===== src/rtl/ram8_fifo_ctrl.sv =====
// ram8_fifo_ctrl: runs an 8-entry RAM8 word store as a FIFO with a push/pop handshake.
// Every accepted operation takes two cycles. The first cycle registers the RAM strobe.
// The second cycle completes the operation. For a read, that completion is the
// registered capture of ram_q.
module ram8_fifo_ctrl #(
    parameter int unsigned DW    = 16,
    parameter int unsigned AW    = 3,
    parameter int unsigned DEPTH = 8
) (
    input  logic          clk,
    input  logic          rst_n,
    input  logic          push,
    input  logic [DW-1:0] push_data,
    output logic          push_ready,
    input  logic          pop,
    output logic          pop_ready,
    output logic          pop_valid,
    output logic [DW-1:0] pop_data,
    output logic          full,
    output logic          empty,
    output logic [AW:0]   count,
    output logic [AW-1:0] ram_addr,
    output logic [DW-1:0] ram_d,
    output logic          ram_w,
    output logic          ram_r,
    input  logic [DW-1:0] ram_q
);

    localparam int unsigned CW = AW + 1;

    typedef enum logic [1:0] {
        S_IDLE  = 2'd0,
        S_WRITE = 2'd1,
        S_READ  = 2'd2
    } state_e;

    state_e        state_q, state_d;
    logic [AW-1:0] wptr_q, wptr_d;
    logic [AW-1:0] rptr_q, rptr_d;
    logic [CW-1:0] count_q, count_d;
    logic [AW-1:0] ram_addr_q, ram_addr_d;
    logic [DW-1:0] ram_d_q, ram_d_d;
    logic          ram_w_q, ram_w_d;
    logic          ram_r_q, ram_r_d;
    logic          pop_valid_q, pop_valid_d;
    logic [DW-1:0] pop_data_q, pop_data_d;

    // Status flags come straight from the registered occupancy
    assign full  = (count_q == CW'(DEPTH));
    assign empty = (count_q == '0);
    assign count = count_q;

    // Handshake: only IDLE accepts. A push that can be accepted blocks a pop.
    assign push_ready = (state_q == S_IDLE) && !full;
    assign pop_ready  = (state_q == S_IDLE) && !empty && !(push && !full);

    assign ram_addr  = ram_addr_q;
    assign ram_d     = ram_d_q;
    assign ram_w     = ram_w_q;
    assign ram_r     = ram_r_q;
    assign pop_valid = pop_valid_q;
    assign pop_data  = pop_data_q;

    // Next-state and next-output decode
    always_comb begin
        state_d     = state_q;
        wptr_d      = wptr_q;
        rptr_d      = rptr_q;
        count_d     = count_q;
        ram_addr_d  = ram_addr_q;
        ram_d_d     = ram_d_q;
        ram_w_d     = 1'b0;
        ram_r_d     = 1'b0;
        pop_valid_d = 1'b0;
        pop_data_d  = pop_data_q;
        unique case (state_q)
            S_IDLE: begin
                if (push && push_ready) begin
                    ram_addr_d = wptr_q;
                    ram_d_d    = push_data;
                    ram_w_d    = 1'b1;
                    wptr_d     = wptr_q + AW'(1);
                    count_d    = count_q + CW'(1);
                    state_d    = S_WRITE;
                end else if (pop && pop_ready) begin
                    ram_addr_d = rptr_q;
                    ram_r_d    = 1'b1;
                    rptr_d     = rptr_q + AW'(1);
                    count_d    = count_q - CW'(1);
                    state_d    = S_READ;
                end
            end
            S_WRITE: begin
                state_d = S_IDLE;
            end
            S_READ: begin
                pop_data_d  = ram_q;
                pop_valid_d = 1'b1;
                state_d     = S_IDLE;
            end
            default: begin
                state_d = S_IDLE;
            end
        endcase
    end

    // State and registered outputs; reset discards queue contents
    always_ff @(posedge clk or negedge rst_n) begin
        if (!rst_n) begin
            state_q     <= S_IDLE;
            wptr_q      <= '0;
            rptr_q      <= '0;
            count_q     <= '0;
            ram_addr_q  <= '0;
            ram_d_q     <= '0;
            ram_w_q     <= 1'b0;
            ram_r_q     <= 1'b0;
            pop_valid_q <= 1'b0;
            pop_data_q  <= '0;
        end else begin
            state_q     <= state_d;
            wptr_q      <= wptr_d;
            rptr_q      <= rptr_d;
            count_q     <= count_d;
            ram_addr_q  <= ram_addr_d;
            ram_d_q     <= ram_d_d;
            ram_w_q     <= ram_w_d;
            ram_r_q     <= ram_r_d;
            pop_valid_q <= pop_valid_d;
            pop_data_q  <= pop_data_d;
        end
    end

endmodule


===== config.mk =====
export PLATFORM = sky130hd
export DESIGN_NAME = ram8_fifo_ctrl
export DESIGN_NICKNAME = d
export VERILOG_FILES = /design/src/rtl/ram8_fifo_ctrl.sv
export SDC_FILE = /design/constraint.sdc
export NUM_CORES = 1
export LEC_CHECK = 0
export CORE_ASPECT_RATIO = 1.4
export CORE_MARGIN = 5
export CORE_UTILIZATION = 43
export DETAILED_ROUTE_END_ITERATION = 7
export MAX_ROUTING_LAYER = met4
export PLACE_DENSITY = 0.89
export SETUP_SLACK_MARGIN = 0.1
export SKIP_LAST_GASP = 1
export SYNTH_ARGS = -nofsm -noshare
export SYNTH_HDL_FRONTEND = slang
export SYNTH_SLANG_ARGS = --single-unit

===== constraint.sdc =====
create_clock -name clk -period 3.2 [get_ports clk]
set_input_delay 0.64 -clock clk [delete_from_list [all_inputs] [get_ports clk]]
set_output_delay 0.64 -clock clk [all_outputs]
set_load 0.05 [all_outputs]

==> results.py, run 1 <==
metrics = {
    "detailed_routing": {
        "wl_mm": 4.47,
        "antenna_violating_nets_post_route": 0,
        "routed_via_density": 4.80,
        "dr.first_iter.drc_count": 52,
        "via_count": 1607,
        "drt_pass1_iterations": 2,
        "routed_wire_length_per_instance_um": 13.3,
        "drc": 0,
    },
    "floorplanning": {
        "die_height_um": 93.2,
        "num_rows": 30,
        "fp.dieW_um": 69.4,
        "die_area_um2": 6470,
        "placeableCoreArea_um2": 4840,
        "ioPinCount": 82,
        "initial_core_util_pct": 43.9,
    },
    "timing": {
        "fin_skew_ps": 4.46,
        "setup_tns_final_ps": 0,
        "final.period_utilization_pct": 90.8,
        "final_hold_viol_count": 0,
        "timing.slew.headroom_pct": 28.0,
        "final-setup-viol-count": 0,
        "final_period_minus_worst_setup_slack_ps": 2910,
        "achievable-frequency_mhz": 344,
        "setup_repair_after_global_routing_missed_its_margin": "false",
        "tightest_slew_ps": 1080,
        "drv_slew": 0,
    },
    "synthesis": {
        "yosys.cell_count.top_type": "nand2_1",
        "synth-async-reset-ratio_pct": 100,
        "synthesized_area_um2": 2130,
        "synthDominantCellAreaShare_pct": 58.9,
        "cells_after_synth": 184,
        "netlist.top_cell.by_area": "dfrtp_1",
        "netlist_top_cells_count": "nand2_1 (62), dfrtp_1 (50), mux2_2 (16), xnor2_1 (6)",
        "netlist_top_cells_area": "dfrtp_1 (59%), nand2_1 (11%), mux2_2 (8.5%)",
        "mappedNetlistNets": 225,
        "number_of_enable_flip_flop_cells_after_synthesis": 0,
        "synth.avg_cell_area_um2": 11.6,
        "synth_seq_area_share_pct": 58.9,
        "synth_cell_type_count": 35,
        "synth.yosys.warnings": 0,
        "postSynthRegisterBits": 50,
        "ys.flop_type": "dfrtp_1",
    },
    "clock_tree": {
        "post_cts_hold_buffer_count": 0,
        "cts_inserted_buffers": 5,
        "clock-sinks": 50,
        "clk_pin_slew_worst_paths_ps": 80,
        "clk_latency_ps": 290,
        "clk_root_buf": "clkbuf_8",
        "cts_tree": "done",
        "htree_levels": 2,
        "clk_path_buf_depth": 2,
        "cts.repair.resized": 0,
        "cts.repair_timing.setup_buffer_count": 0,
    },
    "global_routing": {
        "global_route.usage.met1_pct": 16.4,
        "grt_start_max_net_pins": 51,
        "antenna_found_initial": 0,
        "grt_busiest_layer": "met2",
        "grt_pass1_vias": 1608,
        "grt_util_met2_pct": 27.1,
        "grt_use_total_pct": 15.1,
        "gr-usage-met3_pct": 3.87,
        "gr-total-overflow": 0,
        "grt_first_pass_wirelength_mm": 7.72,
    },
    "critical_path": {
        "rr_endpoint": "count[3]",
        "critical_path_buf_inv_count": 2,
        "critical_path_source": "count[0]",
        "path_cells": "or4b_4 -> inv_1 -> clkdlybuf4s50_1",
        "critPathMaxStageDelay_ps": 800,
        "stages_on_the_worst_setup_path": 3,
        "critical_setup_path_kind": "reg2out",
        "r2r.worst_path.cells": 8,
        "critical_path.max_fanout": 8,
        "crit_path_end_kind": "output port",
        "critical_path.reg2reg.startpoint": "count[0]",
        "timing.critical_path.arrival_ps": 2270,
        "worstSetupStartpointType": "flop",
        "cpMaxStageDelayCell": "clkdlybuf4s50_1",
        "reg2reg_slack_ps": 450,
        "required_ps": 2560,
        "cp_delay_by_family_top": "buffers and inverters",
        "critPathCapture": "full",
    },
    "final_layout": {
        "final_nets": 311,
        "filler_cell_count": 393,
        "drive_above_1_share_pct": 15.1,
        "area_delta_synth_final_pct": 45.0,
        "diodes": 0,
    },
    "placed_design": {
        "placed_wire_length_estimate_mm": 3.48,
        "finalWeightedCongestion": 0.785,
        "io_buffers": 81,
    },
    "outcome": {
        "outcome": "complete, no violations",
    },
    "hold_path": {
        "path_class_of_the_lowest_slack_min_delay_path": "reg2reg",
    },
    "job": {
        "cap_violations": 0,
    },
}
how the worst min path moves through the flow:
stage | start | to | slack, ps | cells past startpoint
after CTS | wptr_q[2] | wptr_q[2] | 480 | 1
after floorplan | rst_n | count[0] | 340 | 0
after global placement | ram_d[7] | ram_d[7] | 460 | 2
after global routing | wptr_q[2] | wptr_q[2] | 500 | 1
after detailed placement | ram_d[14] | ram_d[14] | 460 | 2
final | ram_d[14] | ram_d[14] | 480 | 2
cells by family after synthesis:
group,count (synthesis),synth area share (%)
and+or+nand+nor,82,17.6
DFF,50,58.9
muxes,19,10.1
buffers and inverters,12,3.47
AOI/OAI and AO/OA,10,4.18
xor gates and xnor gates,6,2.47
adders and majority gates,5,3.30
area by class of cell:
class                      instances  area (µm²)  share of cell area, %
clock buffer                       7        86.3                   2.80
clock inverter                     1        5.00                  0.162
inverter                           5        18.8                  0.609
multi-input combinational        122         801                   26.0
sequential                        50        1250                   40.6
tap                               64        80.1                   2.60
timing repair buffer              86         841                   27.3
registers in the layout, summed over array words and instances, names as in the netlist:
register and cells:
pop_data 16, ram_d 16, count 4, ram_addr 3, rptr_q 3, wptr_q 3, state_q 2, pop_valid 1
ram_r 1, ram_w 1
per-stage QoR:
step                instance area, µm²  hold WS (ps)  setup slack (ps)  std cells  utilization, %
floorplan                         2130           344               190        184               -
global placement                  2990           457               464        327            61.8
detailed placement                2990           462               375        327            61.8
CTS                               3080           482               267        335            63.7
global route                      3080           496               211        335            63.7
finish                            3080           477               295        335            63.7
layer usage:
layer	routed length (µm)	part of all wire, %
met5	0	0
met4	51	1.1
met2	2380	53
met3	313	7.0
met1	1720	39
cell usage in the layout, fill, tap and decap left out, drive strengths merged, types with 2 or more instances in the layout:
master	synthesis	final
dfrtp	50	50
or4b	3	3
nand2	62	62
o21ai	3	3
nand3	2	2
inv	5	5
ha	4	4
nor2	4	4
a31oi	2	2
clkbuf	2	7
mux2i	2	2
nor3	2	2
and3	3	3
buf	5	7
a221oi	2	2
clkdlybuf4s50	0	79
mux2	17	17
xnor2	6	6
and2	2	2
tightest hold or removal path: stages (launching register included):
cell     delay [ps]
dfrtp_1         340
nand2_1          50
nand2_1          50
Power of run 1 is not shown: default switching activity piles up to over one toggle a cycle in this logic, so the estimate is an artifact.
==> run 2: changes to the inputs <==
Settings changed: SLEW_MARGIN set to 30.
==> run 2 against run 1 <==
Effect of this change: cell area grew 0.81%; hold slack lost 130 ps; global-route usage shrank 0.21 points; critical endpoint unchanged; clock-buffer cell count shrank 2; register-to-register slack lost 30 ps.
==> results.py, run 2 (same netlist as run 1, synthesis figures left out) <==
metrics = {
    "final_layout": {
        "final_nets": 311,
        "layout.cell_area.non_filler_um2": 3110,
        "area.sequential_um2": 1250,
        "drive_above_1_share_pct": 15.5,
        "final_common_cell": "clkdlybuf4s50_1",
        "multi_input_area_um2": 801,
        "area_delta_synth_final_pct": 46.2,
        "diodes": 0,
        "layout.cells.most_common_list": "clkdlybuf4s50_1 (79), nand2_1 (62), dfrtp_1 (50)",
        "final_core_occ_pct": 64.2,
        "filler_cell_count": 385,
    },
    "clock_tree": {
        "htree_levels": 2,
        "cts.repair_timing.setup_buffer_count": 0,
        "cts_inserted_buffers": 5,
        "cts.repair.resized": 0,
        "post_cts_hold_buffer_count": 0,
        "clk_pin_slew_worst_paths_ps": 90,
        "clk_latency_ps": 300,
        "cts_tree": "done",
        "clk_path_buf_depth": 2,
        "clk_root_buf": "clkbuf_8",
        "clock-sinks": 50,
    },
    "detailed_routing": {
        "dr.first_iter.drc_count": 41,
        "routed_met3_length_um": 294,
        "drt_pass1_iterations": 4,
        "routed_via_density": 4.81,
        "met1Wirelength_mm": 1.78,
        "via_count": 1612,
        "routed_wire_length_per_instance_um": 13.7,
        "drc": 0,
        "antenna_violating_nets_post_route": 0,
        "wl_mm": 4.59,
        "top_signal_layer_used": "met4",
        "route.met2.wl_mm": 2.48,
    },
    "floorplanning": {
        "num_rows": 30,
        "ioPinCount": 82,
        "die_area_um2": 6470,
        "fp.dieW_um": 69.4,
        "placeableCoreArea_um2": 4840,
        "initial_core_util_pct": 43.9,
        "die_height_um": 93.2,
    },
    "timing": {
        "drv_slew": 0,
        "final-setup-viol-count": 0,
        "final_period_minus_worst_setup_slack_ps": 2930,
        "fin_skew_ps": 1.63,
        "tightest_slew_ps": 598,
        "timing.slew.headroom_pct": 60.1,
        "achievable-frequency_mhz": 341,
        "worst_hold_margin_ps": 347,
        "setup_repair_after_global_routing_missed_its_margin": "false",
        "final.period_utilization_pct": 91.6,
        "final_hold_viol_count": 0,
        "setup_tns_final_ps": 0,
    },
    "hold_path": {
        "path_class_of_the_lowest_slack_min_delay_path": "in2async",
    },
    "critical_path": {
        "critical_path.reg2reg.startpoint": "count[0]",
        "critical_path.max_fanout": 8,
        "critical_path_source": "count[0]",
        "critical_setup_path_kind": "reg2out",
        "critPathMaxStageDelay_ps": 800,
        "crit_path_end_kind": "output port",
        "cpMaxStageDelayCell": "clkdlybuf4s50_1",
        "path_cells": "or4b_4 -> inv_1 -> clkdlybuf4s50_1",
        "required_ps": 2560,
        "worstSetupStartpointType": "flop",
        "timing.critical_path.arrival_ps": 2290,
    },
    "placed_design": {
        "io_buffers": 81,
        "finalWeightedCongestion": 0.785,
        "placed_wire_length_estimate_mm": 3.50,
        "dpl_cell_area_um2": 2990,
    },
    "global_routing": {
        "grt_pass1_vias": 1629,
        "grt_use_total_pct": 14.9,
        "grt_start_max_net_pins": 51,
        "gr-total-overflow": 0,
        "antenna_found_initial": 0,
        "grt_first_pass_wirelength_mm": 7.60,
    },
    "job": {
        "cap_violations": 0,
    },
    "outcome": {
        "outcome": "complete, no violations",
    },
}
-- run 2: changes by cell type in the layout (fill, tap and decap cells not counted) --
| cell | before | now |
|---|---|---|
| buf_2 | 1 | 0 |
| clkinvlp_4 | 0 | 2 |
| clkbuf_1 | 1 | 0 |
| clkbuf_8 | 6 | 5 |
| clkinv_2 | 1 | 0 |
| buf_4 | 6 | 7 |
| bufinv_16 | 0 | 1 |
-- run 2: metal layers --
| layer | GRT usage [%] | vias to the layer above |
|---|---|---|
| li1 | - | 776 |
| met2 | 27.4 | 56 |
| met1 | 15.8 | 776 |
| met3 | 4.09 | 4 |
| met4 | 3.42 | 0 |
| met5 | - | - |
-- run 2: cell type report --
type                            instances  share of cell area, %
Timing Repair Buffer                   86                   27.1
Tap cell                               64                   2.58
Clock buffer                            5                   2.21
Inverter                                5                  0.604
Multi-Input combinational cell        122                   25.8
Sequential cell                        50                   40.3
Clock inverter                          3                   1.45
-- run 2: per-stage QoR --
stage,setup slack (ps),instances
after detailed placement,378,327
after CTS,245,335
after global routing,206,335
after global placement,464,327
after floorplan,190,184
final,270,335
-- run 2: path summary, 6_finish.rpt --
kind	to	slack, ps	cells after the start
setup reg to reg	count[3]	420	8
setup / recovery	full	270	3
min in group clk	ram_d[14]	480	2
max in group asynchronous	rptr_q[0]	2460	1
hold / removal	state_q[0]	350	1
hold reg to reg	ram_d[14]	480	2
-- run 2: critical path, delay by kind of cell, from the launching register on --
family,cells,cell delay (ps)
buffers and inverters,2,900
flip-flops,1,490
AND/OR/NAND/NOR,1,600
Power of run 2 is left out for the same reason.
==> run 3: changes to the inputs <==
Settings changed: HOLD_SLACK_MARGIN set to 0.15.
==> results of run 3 <==
Same layout as run 2: the final DEF is identical, and so are final timing and power.
Power of run 3 is left out for the same reason.
